[src/rtl/svga_timing_engine.sv]
// Parametrised raster timing generator with a fixed-latency pixel output stage.
// Optional colour-bar source is enabled by defining SVGA_TEST_PATTERN_EN.
module svga_timing_engine #(
  parameter int H_VISIBLE    = 800,
  parameter int H_FRONT      = 40,
  parameter int H_SYNC       = 128,
  parameter int H_BACK       = 88,
  parameter int V_VISIBLE    = 600,
  parameter int V_FRONT      = 1,
  parameter int V_SYNC       = 4,
  parameter int V_BACK       = 23,
  parameter bit HSYNC_POL    = 1'b1,
  parameter bit VSYNC_POL    = 1'b1,
  parameter int X_WIDTH      = 11,
  parameter int Y_WIDTH      = 10,
  parameter int COLOR_WIDTH  = 8,
  parameter int PIPE_LATENCY = 2
) (
  input  logic                   clk,
  input  logic                   reset_n,
  input  logic                   run,
  input  logic [COLOR_WIDTH-1:0] color_in,
`ifdef SVGA_TEST_PATTERN_EN
  input  logic                   test_pattern,
`endif
  output logic [X_WIDTH-1:0]     x_pixel,
  output logic [Y_WIDTH-1:0]     y_pixel,
  output logic                   visible,
  output logic                   line_start,
  output logic                   frame_start,
  output logic [7:0]             frame_count,
  output logic [COLOR_WIDTH-1:0] color_out,
  output logic                   data_enable,
  output logic                   hsync,
  output logic                   vsync
);

  localparam int H_TOTAL = H_VISIBLE + H_FRONT + H_SYNC + H_BACK;
  localparam int V_TOTAL = V_VISIBLE + V_FRONT + V_SYNC + V_BACK;

  localparam logic [X_WIDTH-1:0] X_LAST = X_WIDTH'(H_TOTAL - 1);
  localparam logic [Y_WIDTH-1:0] Y_LAST = Y_WIDTH'(V_TOTAL - 1);
  localparam logic [X_WIDTH:0]   X_VIS  = (X_WIDTH+1)'(H_VISIBLE);
  localparam logic [X_WIDTH:0]   HS_ON  = (X_WIDTH+1)'(H_VISIBLE + H_FRONT);
  localparam logic [X_WIDTH:0]   HS_OFF = (X_WIDTH+1)'(H_VISIBLE + H_FRONT + H_SYNC);
  localparam logic [Y_WIDTH:0]   Y_VIS  = (Y_WIDTH+1)'(V_VISIBLE);
  localparam logic [Y_WIDTH:0]   VS_ON  = (Y_WIDTH+1)'(V_VISIBLE + V_FRONT);
  localparam logic [Y_WIDTH:0]   VS_OFF = (Y_WIDTH+1)'(V_VISIBLE + V_FRONT + V_SYNC);

`ifdef SVGA_TEST_PATTERN_EN
  localparam int DW = 6;
`else
  localparam int DW = 3;
`endif

  typedef enum logic {IDLE, ACTIVE} state_t;

  state_t             state, state_nxt;
  logic [X_WIDTH-1:0] x_nxt;
  logic [Y_WIDTH-1:0] y_nxt;
  logic               frame_end;
  logic               active, hs_req, vs_req;
  logic [DW-1:0]      req, dly;

  always_ff @(posedge clk or negedge reset_n) begin
    if (!reset_n) begin
      state       <= IDLE;
      x_pixel     <= '0;
      y_pixel     <= '0;
      frame_count <= '0;
    end else begin
      state   <= state_nxt;
      x_pixel <= x_nxt;
      y_pixel <= y_nxt;
      if (frame_end) frame_count <= frame_count + 8'd1;
    end
  end

  // RUN only matters in IDLE and on the very last pixel of a frame.
  always_comb begin
    state_nxt = state;
    x_nxt     = x_pixel;
    y_nxt     = y_pixel;
    frame_end = 1'b0;
    case (state)
      IDLE: begin
        x_nxt = '0;
        y_nxt = '0;
        if (run) state_nxt = ACTIVE;
      end
      ACTIVE: begin
        if (x_pixel == X_LAST) begin
          x_nxt = '0;
          if (y_pixel == Y_LAST) begin
            y_nxt     = '0;
            frame_end = 1'b1;
            if (!run) state_nxt = IDLE;
          end else begin
            y_nxt = y_pixel + 1'b1;
          end
        end else begin
          x_nxt = x_pixel + 1'b1;
        end
      end
      default: state_nxt = IDLE;
    endcase
  end

  assign active      = (state == ACTIVE);
  assign hs_req      = active && ({1'b0, x_pixel} >= HS_ON) && ({1'b0, x_pixel} < HS_OFF);
  assign vs_req      = active && ({1'b0, y_pixel} >= VS_ON) && ({1'b0, y_pixel} < VS_OFF);
  assign visible     = active && ({1'b0, x_pixel} < X_VIS) && ({1'b0, y_pixel} < Y_VIS);
  assign line_start  = active && (x_pixel == '0);
  assign frame_start = line_start && (y_pixel == '0);

`ifdef SVGA_TEST_PATTERN_EN
  logic [X_WIDTH+9:0] x_ext;
  assign x_ext = {10'd0, x_pixel};
  assign req   = {x_ext[9:7], vs_req, hs_req, visible};
`else
  assign req = {vs_req, hs_req, visible};
`endif

  generate
    if (PIPE_LATENCY == 0) begin : g_nopipe
      assign dly = req;
    end else begin : g_pipe
      logic [DW-1:0] sr [PIPE_LATENCY];
      always_ff @(posedge clk or negedge reset_n) begin
        if (!reset_n) begin
          for (int i = 0; i < PIPE_LATENCY; i++) sr[i] <= '0;
        end else begin
          sr[0] <= req;
          for (int i = 1; i < PIPE_LATENCY; i++) sr[i] <= sr[i-1];
        end
      end
      assign dly = sr[PIPE_LATENCY-1];
    end
  endgenerate

  logic [COLOR_WIDTH-1:0] pix;

`ifdef SVGA_TEST_PATTERN_EN
  // Bar index repeated MSB-first across the colour word.
  function automatic logic [COLOR_WIDTH-1:0] bar_color(input logic [2:0] b);
    logic [COLOR_WIDTH-1:0] c;
    c = '0;
    for (int i = 0; i < COLOR_WIDTH; i++) c[COLOR_WIDTH-1-i] = b[2 - (i % 3)];
    return c;
  endfunction
  assign pix = test_pattern ? bar_color(dly[5:3]) : color_in;
`else
  assign pix = color_in;
`endif

  always_ff @(posedge clk or negedge reset_n) begin
    if (!reset_n) begin
      color_out   <= '0;
      data_enable <= 1'b0;
      hsync       <= ~HSYNC_POL;
      vsync       <= ~VSYNC_POL;
    end else begin
      color_out   <= dly[0] ? pix : '0;
      data_enable <= dly[0];
      hsync       <= dly[1] ? HSYNC_POL : ~HSYNC_POL;
      vsync       <= dly[2] ? VSYNC_POL : ~VSYNC_POL;
    end
  end

endmodule

[config.mk]
export PLATFORM = sky130hd
export DESIGN_NAME = svga_timing_engine
export DESIGN_NICKNAME = d
export VERILOG_FILES = /design/src/rtl/svga_timing_engine.sv
export SDC_FILE = /design/constraint.sdc
export NUM_CORES = 1
export LEC_CHECK = 0
export CAP_MARGIN = 20
export CORE_AREA = 5 5 80 74
export DETAILED_ROUTE_END_ITERATION = 8
export DIE_AREA = 0 0 85 79
export PLACE_DENSITY = 0.82
export SLEW_MARGIN = 10
export SYNTH_ARGS = -nofsm -noshare
export SYNTH_HDL_FRONTEND = slang
export SYNTH_SLANG_ARGS = --single-unit
[constraint.sdc]
create_clock -name clk -period 1.73 [get_ports clk]
set_clock_uncertainty 0.05 [all_clocks]
set_input_delay 0.4325 -clock clk [delete_from_list [all_inputs] [get_ports clk]]
set_output_delay 0.4325 -clock clk [all_outputs]
set_load 0.005 [all_outputs]
==> impl_table.tex <==
\begin{tabular}{lr}
\hline
Metric & Value \\
\hline
\multicolumn{2}{l}{\textbf{Outcome}} \\
\quad Run status & finished with violations \\
\quad Violated checks & setup timing \\
\multicolumn{2}{l}{\textbf{Detailed routing}} \\
\quad Number of nets with antenna violations after detailed routing & 0 \\
\quad Sum of met3 wire segment lengths after detailed routing & 368 um \\
\quad Detailed-route wire length on metal 1 & 2490 um \\
\quad Routed wirelength normalized by instance count & 15.4 um \\
\quad Top layer reached by signal wires & met4 \\
\quad DRC Markers & 0 \\
\quad Drt total wl & 6000 um \\
\quad Number of vias after detailed routing & 1928 \\
\quad Starting DRT DRC Count & 70 \\
\quad Number of optimization iterations in the first detailed-route pass & 4 \\
\quad Via-per-instance ratio & 4.96 \\
\quad Detail Route met2 WL & 3080 um \\
\multicolumn{2}{l}{\textbf{Synthesis}} \\
\quad Number of flops mapped to enable cells by yosys & 0 \\
\quad Post-synth top area share & 55.2\% \\
\quad Async SR Flop Fraction & 100\% \\
\quad Number of distinct library cells after synthesis & 37 \\
\quad Share of synthesized area occupied by flip-flops and latches & 55.2\% \\
\quad Per-instance average area after synthesis & 11.1 um2 \\
\quad Net Count, Synth & 210 \\
\quad Post-Syn Instances & 192 \\
\quad Cell area after synthesis & 0.00213 mm2 \\
\quad Number of warnings reported in the yosys synthesis log & 0 \\
\quad Main flop type after synthesis & sky130\_fd\_sc\_hd\_\_dfrtp\_1 \\
\quad Post-synth top area cell & sky130\_fd\_sc\_hd\_\_dfrtp\_1 \\
\quad Dominant cells by area after synthesis & sky130\_fd\_sc\_hd\_\_dfrtp\_1, sky130\_fd\_sc\_hd\_\_xnor2\_1, sky130\_fd\_sc\_hd\_\_nor2\_1 \\
\quad Register bit count reported by yosys & 47 \\
\multicolumn{2}{l}{\textbf{Critical path}} \\
\quad Setup crit end kind & primary output \\
\quad Critical setup path kind & register to primary output \\
\quad Slack of the worst reg-to-reg path & -150 ps \\
\quad Critical path required time & 1250 ps \\
\quad Max Fanout on Critical Path & 2 \\
\quad Arrival time of data at the critical path endpoint & 1620 ps \\
\quad Startpoint class of the critical path & register \\
\quad Critical-path top delay cell & sky130\_fd\_sc\_hd\_\_dfrtp\_2 \\
\quad Critical Path Max Stage Delay & 430 ps \\
\quad Cells along the critical path & nor3\_4 > and2\_4 > and4b\_1 > and4\_1 > buf\_2 \\
\quad Buf/Inv on CP & 1 \\
\quad Family with the most delay on the worst path & simple AND/OR/NAND/NOR gates \\
\multicolumn{2}{l}{\textbf{STA}} \\
\quad Peak Freq & 475 MHz \\
\quad Headroom to the max-slew limit & 73.2\% \\
\quad Worst Tran Pin Value & 392 ps \\
\quad Final count of hold timing violations & 0 \\
\quad Number of pins exceeding their max-slew limit in the final report & 0 \\
\quad Total negative slack for setup checks & -1710 ps \\
\quad Min Tclk post-route & 2100 ps \\
\quad Crit share post-route & 122\% \\
\quad Setup Viol. Count Final & 17 \\
\quad Setup WS post-layout & -374 ps \\
\quad Setup repair after global routing missed its margin & yes \\
\multicolumn{2}{l}{\textbf{Cells and area}} \\
\quad Commonest non-fill, non-tap cell in the layout & sky130\_fd\_sc\_hd\_\_buf\_4 \\
\quad N\_diodes & 0 \\
\quad Fraction of layout instances using a drive strength above 1 & 37.6\% \\
\quad Non-Filler Cell Area, Final & 0.00359 mm2 \\
\quad Most used cells in the layout excluding fill and tap cells & sky130\_fd\_sc\_hd\_\_buf\_4, sky130\_fd\_sc\_hd\_\_dfrtp\_1, sky130\_fd\_sc\_hd\_\_clkdlybuf4s50\_1 \\
\quad Total Nets Final & 339 \\
\quad Syn-to-layout area delta & 68.6\% \\
\quad Final std cells w/o fill & 389 \\
\quad Number of filler instances in the final layout & 344 \\
\multicolumn{2}{l}{\textbf{CTS}} \\
\quad Number of buffers added to fix hold violations after cts & 0 \\
\quad TritonCTS clock tree & yes \\
\quad Clock buffers created by TritonCTS & 5 \\
\quad Cell at the root of the clock tree & sky130\_fd\_sc\_hd\_\_clkbuf\_8 \\
\quad Clock tree buffer depth & 2 \\
\quad Clock network latency to the later pin of the worst-skew pair & 300 ps \\
\quad Reg clk slew, reported paths & 100 ps \\
\quad Maximum level of the CTS H-tree & 2 \\
\quad Clock tree sinks & 47 \\
\multicolumn{2}{l}{\textbf{Pwr}} \\
\quad Leakage & 0.00174 uW \\
\quad Peak supply drop & 0.348 mV \\
\quad Total power per unit cell area & 520 mW/mm2 \\
\multicolumn{2}{l}{\textbf{Die}} \\
\quad Rows & 25 \\
\quad Die outline height & 79 um \\
\quad Initial standard-cell utilization of the core & 42.0\% \\
\quad Die outline width & 85 um \\
\quad Area enclosed by the die boundary & 0.00672 mm2 \\
\quad Standard cell core area & 0.00507 mm2 \\
\quad I/O pin count & 54 \\
\multicolumn{2}{l}{\textbf{Placement}} \\
\quad Placed cell count & 357 \\
\quad Global placement routability congestion & 0.851 \\
\quad Placed standard-cell area & 0.00312 mm2 \\
\quad Detailed placement HPWL & 3890 um \\
\quad Number of buffers inserted by port buffering & 53 \\
\multicolumn{2}{l}{\textbf{GRT}} \\
\quad First-pass GRT wire length & 9600 um \\
\quad Number of global-route vias before repair & 1927 \\
\quad Antenna violations before repair & 0 \\
\quad Overall overflow remaining after global route & 0 \\
\quad Largest net degree at the start of global routing & 48 \\
\quad Overall routing resource usage & 17.9\% \\
\multicolumn{2}{l}{\textbf{Worst hold path}} \\
\quad Path category of the worst min-delay check & primary input to async pin \\
\multicolumn{2}{l}{\textbf{Run}} \\
\quad Max-cap violation count & 0 \\
\hline
\end{tabular}
[sequential cells by signal, indices dropped and copies added, names as in the netlist]
name / count
active: 1
color_out: 8
data_enable: 1
dly: 3
frame_count: 8
g_pipe.sr: 3
hsync: 1
vsync: 1
x_pixel: 11
y_pixel: 10
[synthesized netlist by cell type, drive strengths merged, types with 2 or more instances]
cell type / n
a21oi: 3
a41o: 2
and2: 10
and3: 4
and4: 2
buf: 2
clkbuf: 2
dfrtp: 47
ha: 7
inv: 7
nand2: 14
nand2b: 2
nand3: 7
nand4: 7
nor2: 27
nor3: 7
nor3b: 3
nor4: 2
o21ai: 2
xnor2: 14
xor2: 10
[timing repair]
item                                    4_1_cts  5_1_grt
pin swaps                                    24       17
resized for setup                            70       22
endpoints found under the setup margin       53       27
buffers inserted                             17       11
[power breakdown]
part | switching (uW) | internal, uW
combinational | 30.7 | 43.7
clock | 393 | 289
sequential | 2.28 | 1110
[through the flow]
stage	hold slack, ps	util [%]	setup WS, ps	total power, uW
final	53.2	70.8	-374	1870
after CTS	62.6	68.5	-382	1890
after global placement	282	61.5	-408	1210
after floorplan	86.9	-	-176	1140
after global routing	72.5	70.8	-431	1930
after detailed placement	286	61.5	-438	1210
[layer usage]
| layer | vias up | global-route usage, % |
|---|---|---|
| li1 | 903 | - |
| met1 | 958 | 22.4 |
| met2 | 60 | 31.9 |
| met3 | 7 | 3.63 |
| met4 | 0 | 4.11 |
| met5 | - | 0 |
[layout make-up]
type / instances / area, um2 / area share (%)
clock buffer: 5 / 68.8 / 1.92
clock inverter: 3 / 23.8 / 0.662
inverter: 8 / 30.0 / 0.837
multi-input combinational: 133 / 1090 / 30.4
sequential: 47 / 1180 / 32.8
tap: 67 / 83.8 / 2.34
timing repair buffer: 126 / 1110 / 31.0
[worst paths after layout]
path,start,to,cells after the start
worst max-delay path,x_pixel[6],frame_start,5
worst min-delay path,reset_n,dly[2],2
worst max register to register,x_pixel[0],y_pixel[4],9
worst min register to register,g_pipe.sr[5],dly[2],0
max in group asynchronous,reset_n,x_pixel[6],2
min in group clk,g_pipe.sr[5],dly[2],0
[worst reg2reg max path, delay by kind of cell (launching register included)]
family                   cells  cell delay, ps
AO/OA/AOI/OAI                1             230
XOR/XNOR                     1             200
buffers and inverters        3             350
AND/OR/NAND/NOR              3             430
adder cells (fa/ha/maj)      1             110
flip-flops                   1             390
[logic make-up after synthesis]
kind of cell             after synthesis  share of synthesized area (%)
buffers and inverters                 12                           2.35
AND/OR/NAND/NOR                       91                           24.9
adder cells (fa/ha/maj)                7                           4.11
XOR/XNOR                              24                           9.87
AO/OA/AOI/OAI                         11                           3.58
flip-flops                            47                           55.2
Power figures use the tool's default switching activity.
